--- config.mk ---
export PLATFORM = sky130hd
export DESIGN_NAME = fround_pipe
export DESIGN_NICKNAME = d
export VERILOG_FILES = /design/src/rtl/fround_pipe.sv
export SDC_FILE = /design/constraint.sdc
export NUM_CORES = 1
export LEC_CHECK = 0
export CAP_MARGIN = 15
export CORE_AREA = 2 2 164 166
export DETAILED_ROUTE_END_ITERATION = 6
export DIE_AREA = 0 0 166 168
export SLEW_MARGIN = 20
export SYNTH_ARGS = -nofsm -noshare
export SYNTH_HDL_FRONTEND = slang
export SYNTH_SLANG_ARGS = --single-unit
--- constraint.sdc ---
create_clock -name clk -period 5.75 [get_ports clk]
set_input_delay 1.4375 -clock clk [delete_from_list [all_inputs] [get_ports clk]]
set_output_delay 1.4375 -clock clk [all_outputs]
set_load 0.005 [all_outputs]
--- src/rtl/fround_pipe.sv ---
// fround_pipe: two-stage IEEE-754 round-to-integral (RNE/RTZ/RDN/RUP), result kept in float format.
// S1 decides the increment and S2 applies it; valid/ready with no bubble. FROUND_INEXACT_EN adds out_inexact.
module fround_pipe #(
  parameter int EXP_W = 8,
  parameter int MAN_W = 23,
  parameter int TAG_W = 4,
  localparam int W = 1 + EXP_W + MAN_W
) (
  input  logic             clk,
  input  logic             rst,
  input  logic             in_valid,
  output logic             in_ready,
  input  logic [W-1:0]     in_x,
  input  logic [1:0]       in_rm,
  input  logic [TAG_W-1:0] in_tag,
  output logic             out_valid,
  input  logic             out_ready,
  output logic [W-1:0]     out_y,
  output logic [TAG_W-1:0] out_tag
`ifdef FROUND_INEXACT_EN
  ,
  output logic             out_inexact
`endif
);

  localparam int M      = EXP_W + MAN_W;
  localparam int CLOG_M = $clog2(MAN_W + 1);
  localparam int CW     = ((EXP_W > CLOG_M) ? EXP_W : CLOG_M) + 2;
  localparam int BIAS_I = (1 << (EXP_W - 1)) - 1;

  localparam logic [CW-1:0]    BIAS    = CW'(BIAS_I);
  localparam logic [CW-1:0]    INT_E   = CW'(BIAS_I + MAN_W);
  localparam logic [MAN_W:0]   ONE_L   = (MAN_W+1)'(1);
  localparam logic [MAN_W-1:0] ONE_F   = MAN_W'(1);
  localparam logic [M-1:0]     ONE_MAG = {EXP_W'(BIAS_I), {MAN_W{1'b0}}};

  typedef enum logic [1:0] {
    RM_RNE = 2'b00,
    RM_RTZ = 2'b01,
    RM_RDN = 2'b10,
    RM_RUP = 2'b11
  } rm_e;

  // Operand fields
  logic             sgn;
  logic [EXP_W-1:0] ex;
  logic [MAN_W-1:0] fr;

  assign sgn = in_x[W-1];
  assign ex  = in_x[W-2:MAN_W];
  assign fr  = in_x[MAN_W-1:0];

  // S1 combinational: classify, mask, and choose the increment
  logic [CW-1:0]    ex_w;
  logic [CW-1:0]    frac_cnt;
  logic [MAN_W:0]   lsb_one;
  logic [MAN_W-1:0] mask;
  logic [MAN_W-1:0] half;
  logic [MAN_W-1:0] disc;
  logic             rbit;
  logic             sticky;
  logic             klsb;
  logic             nz;
  logic             inc;
  logic             to_one;
  logic [M-1:0]     mag_d;
  logic [M-1:0]     add_d;
  logic             inex_d;

  always_comb begin
    ex_w     = CW'(ex);
    frac_cnt = INT_E - ex_w;
    lsb_one  = ONE_L << frac_cnt;
    mask     = lsb_one[MAN_W-1:0] - ONE_F;
    half     = lsb_one[MAN_W:1];
    disc     = fr & mask;
    rbit     = |(fr & half);
    sticky   = |(fr & mask & ~half);
    // kept LSB may be the hidden bit when only the integer 1 survives
    klsb     = |({1'b1, fr} & lsb_one);
    nz       = (ex != '0) || (fr != '0);
    inc      = 1'b0;
    to_one   = 1'b0;
    mag_d    = in_x[M-1:0];
    add_d    = '0;
    inex_d   = 1'b0;

    if (ex_w >= INT_E) begin
      mag_d = in_x[M-1:0];
    end else if (ex_w >= BIAS) begin
      case (rm_e'(in_rm))
        RM_RNE:  inc = rbit && (sticky || klsb);
        RM_RTZ:  inc = 1'b0;
        RM_RDN:  inc = sgn && (disc != '0);
        RM_RUP:  inc = !sgn && (disc != '0);
        default: inc = 1'b0;
      endcase
      mag_d  = {ex, fr & ~mask};
      add_d  = inc ? M'(lsb_one) : '0;
      inex_d = (disc != '0);
    end else begin
      case (rm_e'(in_rm))
        RM_RNE:  to_one = (ex_w == BIAS - CW'(1)) && (fr != '0);
        RM_RTZ:  to_one = 1'b0;
        RM_RDN:  to_one = sgn && nz;
        RM_RUP:  to_one = !sgn && nz;
        default: to_one = 1'b0;
      endcase
      mag_d  = to_one ? ONE_MAG : '0;
      inex_d = nz;
    end
  end

  // Pipeline control
  logic s1_load;
  logic s2_load;
  logic v1;
  logic v2;

  assign s2_load  = !v2 || out_ready;
  assign s1_load  = !v1 || s2_load;
  assign in_ready = s1_load;

  logic             sgn1;
  logic [M-1:0]     mag1;
  logic [M-1:0]     add1;
  logic [TAG_W-1:0] tag1;
  logic             inex1;
  logic [W-1:0]     y2;
  logic [TAG_W-1:0] tag2;
  logic             inex2;

  // Carry out of the fraction ripples into the exponent in the same add
  always_ff @(posedge clk) begin
    if (rst) begin
      v1    <= 1'b0;
      v2    <= 1'b0;
      sgn1  <= 1'b0;
      mag1  <= '0;
      add1  <= '0;
      tag1  <= '0;
      inex1 <= 1'b0;
      y2    <= '0;
      tag2  <= '0;
      inex2 <= 1'b0;
    end else begin
      if (s1_load) begin
        v1 <= in_valid;
      end
      if (s1_load && in_valid) begin
        sgn1  <= sgn;
        mag1  <= mag_d;
        add1  <= add_d;
        tag1  <= in_tag;
        inex1 <= inex_d;
      end
      if (s2_load) begin
        v2 <= v1;
      end
      if (s2_load && v1) begin
        y2    <= {sgn1, mag1 + add1};
        tag2  <= tag1;
        inex2 <= inex1;
      end
    end
  end

  assign out_valid = v2;
  assign out_y     = y2;
  assign out_tag   = tag2;

`ifdef FROUND_INEXACT_EN
  assign out_inexact = inex2;
`else
  logic unused_inex;
  assign unused_inex = inex2;
`endif

endmodule

==> results.md, run 1 <==
- Status: finished clean
- DR DRC count: 0
- Final Skew: around 11 ps
- CP max stage cell: clkdlybuf4s50_1
- Bufs and invs on worst path: 2
- Startpoint type of the worst setup path: input pin
- Slew Viols, Final: 0
- Final period utilization: 0.915
- GP Congestion: between 0.9 and 1
- Crit-path max cell delay: about 630 ps
- PortBufs: 79
- Post_cts resized: 0
- Cts hold-fix bufs: 0
- Syn Area/Cell: roughly 7.4 sq um
- Crit Path Class: in2reg
- Drt initial violations: approximately 800
- IO Count: 80
- Reg2Reg Depth: 13
- Area growth, synth to finish: 23.6%
- Gr usage total: 0.166
- Arr. time, crit path: between 5000 and 6000 ps
- RR Endpoint: out_y[28]
- Yosys top cell area share: 0.304
- Drt first pass iters: 6
- CORE AREA: roughly 0.026 sq mm
- Synth top area cells: dfxtp_1 (30%), nand2_1 (9.4%), a21oi_1 (7.8%)
- Placed insts: 1,269
- # fillers: between 2,000 and 3,000
- CP max FO: 16
- Fin util: 0.303
- Gate Count Post-Synth: 867
- Synthesis warning total: 0
- Worst-Skew Late Latency: ~350 ps
- Non-Filler Instances: 1,285
- Critical path origin: in_x[24]
- CTS tree: done
- Worst relative slew slack: 0.327
- Register bit count reported by yosys: 98
- Leak: roughly 2.9 nW
- WL/cell: about 18 um
- Yosys cell types: 75
- Commonest cells after routing, fill and taps aside: nand2_1 (161), a21oi_1 (100), dfxtp_1 (98)
- Main synth FF type: dfxtp_1
- Antenna Cells: 0
- Critical Path RT: about 6000 ps
- Setup Fix Bufs, Post-CTS: 0
- Clock buffer depth: 2
- FMAX: approximately 190 MHz
- Final setup fails: 0
- Mapped Nets: 938
- Starting Density: 0.245
- RSZ-0062 raised after global routing: no
- Pwr dens: 207 mW/mm^2
- Mapped Area: around 0.0065 sq mm
- Detailed placement HPWL: between 15,000 and 20,000 um
- Most common cell after layout, fill and taps aside: nand2_1
- Clock transition at the registers of the reported paths: around 70 ps
- Die Wd: roughly 170 um
- Largest net degree at the start of global routing: 77
- Fraction of layout cells with a size suffix above 1: 0.0784
- Post-Route Setup TNS: 0 ps
- Final ANT Viol Nets: 0
- Worst r2r src: mag1[0]
- H-Tree Depth: 3
- Maximum vdd drop: 0.000113 V
- CP Capture Type: register
- Grt ovf: 0
- HP Class: reg2reg
- Initial antenna violation count: 0
- Routed WL: roughly 24,000 um
- Post-synth EDFFs: 0
- Worst path most repeated cell: a21oi_2
- Levels on crit path: 13
- Vias: about 7,000
- FP Rows: 60
- Async SR Flop Fraction: 0
- First-pass GRT wire length: 36,600 um
- Inserted Clock Buffers: 9
- Vias/cell: between 5 and 6
- Crit path cell chain: clkdlybuf4s50_1 > ha_1 > a21oi_2 > o211ai_2 > a211oi_2 > buf_4 > a21boi_0 > a2111oi_0 > nand4_1 > a2111oi_2 > a21oi_2 > nor2_4 > o21ai_1
- Register area share after synthesis: 0.304
- Die outline area: around 0.028 sq mm
- CP endpoint: add1[5]
- Max-cap violations: 0
- Delay-heaviest family, CP: compound AO/OA/AOI/OAI gates
- Reg2reg setup slack: between 2000 and 2500 ps
- Largest area contributor in the netlist: dfxtp_1
- Number of global-route vias before repair: around 6,400
- Clk sink count: 98
- Worst-margin pin slew: 1010 ps
- Die Ht: between 150 and 200 um
- Nets: between 1,000 and 1,500
- Post-route minimum period: around 5300 ps
- Hold Vio Cnt, Final: 0
- Total power: between 1.5 and 2 mW
- CTS Root Cell: clkbuf_16
final cells by class:
class / instances / area, sq um / area share
inverter: 20 / 75.1 / 0.00941
tap: 341 / 427 / 0.0535
timing repair buffer: 107 / 996 / 0.125
clock inverter: 7 / 70.1 / 0.00878
sequential: 98 / 1960 / 0.246
clock buffer: 9 / 225 / 0.0282
multi-input combinational: 703 / 4220 / 0.529
Yosys cell counts, types with 7 or more instances:
cell type and instances:
o21ai_1 17, o21ai_0 36, a31oi_1 12, o21a_1 10
o211ai_1 11, inv_1 19, o31ai_1 13, clkbuf_1 29
a21oi_1 101, a21o_1 11, nor2_1 70, buf_2 10
nand3_1 34, dfxtp_1 98, nor3_1 18, nand4_1 12
or3_1 7, ha_1 28, nand2_1 161, a211oi_1 22
xnor2_1 18, nor4_1 7
worst register-to-register path: stages, from the launching register on:
cell	delay (ps)
dfxtp_1	330
ha_1	160
inv_1	50
fa_1	370
nor2b_1	180
o31a_1	210
o21ai_0	130
a21oi_1	310
o21ai_0	180
o21ai_0	400
a211oi_1	230
nor3b_1	290
xnor2_1	100
a211oi_1	210
through the flow:
stage | cell area [sq um] | setup slack, ps | hold slack (ps)
global placement | 7680 | 166 | 438
detailed placement | 7680 | 202 | 445
CTS | 7980 | 580 | 454
floorplan | 6450 | 1170 | 429
global route | 7980 | 172 | 459
finish | 7980 | 491 | 450
worst min path at each step:
stage | startpoint | end | slack, ps | depth (start not counted)
3_3_place_gp | tag1[3] | out_tag[3] | 440 | 2
2_1_floorplan | add1[3] | add1[3] | 430 | 2
3_5_place_dp | tag1[3] | out_tag[3] | 440 | 2
5_1_grt | tag1[3] | out_tag[3] | 460 | 2
4_1_cts | tag1[3] | out_tag[3] | 450 | 2
6_report | out_y[6] | out_y[6] | 450 | 2
per-layer routing:
layer | up-vias | GRT usage | routed length, um
met4 | 0 | 0.0544 | 493
met1 | 3178 | 0.241 | 11500
li1 | 3312 | - | -
met2 | 285 | 0.247 | 9950
met5 | - | 0 | 0
met3 | 34 | 0.0277 | 1720
registers in the layout, indices dropped and copies added (netlist names):
signal and flops:
sgn1 1, out_tag 4, out_valid 1, v1 1
out_y 32, mag1 31, tag1 4, add1 24
kinds of logic after synthesis:
logic type / after synthesis / synth area share
adder cells (fa/ha/maj): 29 / 0.0574
multiplexers: 11 / 0.0273
buffers and inverters: 66 / 0.0432
AO/OA/AOI/OAI: 287 / 0.285
XOR/XNOR: 25 / 0.0362
flip-flops: 98 / 0.304
AND/OR/NAND/NOR: 351 / 0.247
power breakdown:
part           switching, mW  internal [mW]
clock network          0.262          0.336
registers             0.0136          0.699
logic                  0.214          0.127
total                  0.490           1.16
Note: power is estimated with default switching activity, not from simulation.
==> run 2, diff against run 1 <==
- PLACE_DENSITY: unset -> 0.48
==> results.md, run 2 (synthesis results as in run 1) <==
- Status: finished clean (unchanged)
- Slew Viols, Final: 0 (unchanged)
- Max-cap violations: 0 (unchanged)
- Worst relative slew slack: 0.445 (was 0.327)
- Delay-heaviest family, CP: simple AND/OR/NAND/NOR gates (was compound AO/OA/AOI/OAI gates)
- CTS Root Cell: clkbuf_16 (unchanged)
- FP Rows: 60 (unchanged)
- Pwr dens: 218 mW/mm^2 (was 207 mW/mm^2)
- Worst-Skew Late Latency: 350 ps (about the same)
- Setup Fix Bufs, Post-CTS: 0 (unchanged)
- Leak: 2.89 nW (was 2.86 nW)
- WL/cell: 18.7 um (was 18.4 um)
- Routed WL: 24,100 um (was 23,600 um)
- Drt initial violations: 513 (was 799)
- Startpoint type of the worst setup path: input pin (unchanged)
- HP Class: reg2reg (unchanged)
- Critical Path RT: 5980 ps (about the same)
- Final ANT Viol Nets: 0 (unchanged)
- Die Ht: 168 um (unchanged)
- Die outline area: 0.0279 sq mm (unchanged)
- Post-route minimum period: 5130 ps (was 5260 ps)
- Vias: 6,730 (was 6,809)
- CP max FO: 16 (unchanged)
- Inserted Clock Buffers: 9 (unchanged)
- Maximum vdd drop: 0.000111 V (was 0.000113 V)
- Antenna Cells: 0 (unchanged)
- Clock transition at the registers of the reported paths: 70 ps (about the same)
- Die Wd: 166 um (unchanged)
- GP Congestion: 0.936 (was 0.999)
- Final Skew: 8.80 ps (was 11.1 ps)
- Drt first pass iters: 5 (was 6)
- Total power: 1.75 mW (was 1.65 mW)
- DR DRC count: 0 (unchanged)
- Bufs and invs on worst path: 1 (was 2)
- Crit Path Class: in2reg (unchanged)
- First-pass GRT wire length: 37,400 um (was 36,600 um)
- Post_cts resized: 0 (unchanged)
- Detailed placement HPWL: 18,200 um (was 17,900 um)
- CP max stage cell: clkdlybuf4s50_1 (unchanged)
- Number of global-route vias before repair: 6,309 (was 6,359)
- PortBufs: 79 (unchanged)
- FMAX: 195 MHz (was 190 MHz)
- Grt ovf: 0 (unchanged)
- CORE AREA: 0.0264 sq mm (unchanged)
- Arr. time, crit path: 5360 ps (was 5480 ps)
- Starting Density: 0.245 (unchanged)
- Nets: 1,012 (was 1,010)
- Post-Route Setup TNS: 0 ps (unchanged)
- IO Count: 80 (unchanged)
- Commonest cells after routing, fill and taps aside: nand2_1 (161), a21oi_1 (99), dfxtp_1 (98) (was nand2_1 (161), a21oi_1 (100), dfxtp_1 (98))
- Largest net degree at the start of global routing: 77 (unchanged)
- Crit path cell chain: clkdlybuf4s50_1 > ha_1 > xor2_2 > nor2_1 > nand4_1 > a2111oi_2 > nand4_1 > a2111oi_2 > a21oi_2 > nor2_4 > o21ai_1 (was clkdlybuf4s50_1 > ha_1 > a21oi_2 > o211ai_2 > a211oi_2 > buf_4 > a21boi_0 > a2111oi_0 > nand4_1 > a2111oi_2 > a21oi_2 > nor2_4 > o21ai_1)
- Fraction of layout cells with a size suffix above 1: 0.0793 (was 0.0784)
- Initial antenna violation count: 0 (unchanged)
- RSZ-0062 raised after global routing: no (unchanged)
- Final setup fails: 0 (unchanged)
- Clk sink count: 98 (unchanged)
- Gr usage total: 0.170 (was 0.166)
- Final period utilization: 0.892 (was 0.915)
- Max reg flops: 32 (unchanged)
- Cts hold-fix bufs: 0 (unchanged)
- H-Tree Depth: 3 (unchanged)
- Clock buffer depth: 2 (unchanged)
- Worst-margin pin slew: 832 ps (was 1010 ps)
- Most common cell after layout, fill and taps aside: nand2_1 (unchanged)
- CP Capture Type: register (unchanged)
- Vias/cell: 5.23 (was 5.30)
- CTS tree: done (unchanged)
- Hold Vio Cnt, Final: 0 (unchanged)
- Area growth, synth to finish: 24.7% (was 23.6%)
- Crit-path max cell delay: 620 ps (was 630 ps)
## run 2: cell count changes in the layout (fill, tap and decap cells not counted)
cell and change:
clkbuf_1 +1, xnor2_2 -1, clkinvlp_4 -1, buf_4 +2, nor2_2 -1, clkinv_2 -2
clkinv_4 -1, a21oi_2 +1, a21oi_1 -1, nor2_1 +1, inv_6 +1, xnor2_4 +1
bufinv_16 +2
## run 2: where the power goes
| group | internal (mW) | switching, mW |
|---|---|---|
| registers | 0.699 | 0.0137 |
| clock network | 0.427 | 0.271 |
| logic | 0.129 | 0.214 |
## run 2: final cells by class
cell class | instances | area, sq um
inverter | 20 | 75.1
tap | 341 | 427
fill | 2918 | 18300
clock buffer | 10 | 229
timing repair buffer | 109 | 1010
clock inverter | 6 | 113
multi-input combinational | 703 | 4240
sequential | 98 | 1960
## run 2: worst register-to-register path: cells and delay by family (launching register included)
family / cells / cell delay, ps
fa+ha+maj: 2 / 380
compound gates: 7 / 2240
simple gates: 2 / 210
xor+xnor: 1 / 170
buf+inv: 1 / 70
flops: 1 / 320
## run 2: final timing paths
path / start / endpoint / slack [ps] / cells after the start
min reg2reg: tag1[3] / out_tag[3] / 450 / 2
max: in_x[23] / add1[3] / 620 / 11
min: tag1[3] / out_tag[3] / 450 / 2
max reg2reg: mag1[0] / out_y[30] / 2260 / 13
## run 2: per-stage QoR
stage | cell area, sq um | util | hold slack, ps | setup WS (ps) | std cells
3_5_place_dp | 7700 | 0.292 | 443 | 291 | 1271
5_1_grt | 8050 | 0.306 | 468 | 412 | 1287
2_1_floorplan | 6450 | - | 429 | 1170 | 867
6_report | 8050 | 0.306 | 450 | 621 | 1287
4_1_cts | 8040 | 0.305 | 453 | 664 | 1287
3_3_place_gp | 7690 | 0.292 | 440 | 317 | 1271
## run 2: routing by layer
metal  share of wire  routed length, um  GRT usage  vias up
met2            0.43              10300      0.258      204
li1                -                  -          -     3303
met3           0.051               1240     0.0183       32
met1            0.50              12100      0.250     3191
met5               0                  0          0        -
met4           0.020                475     0.0560        0
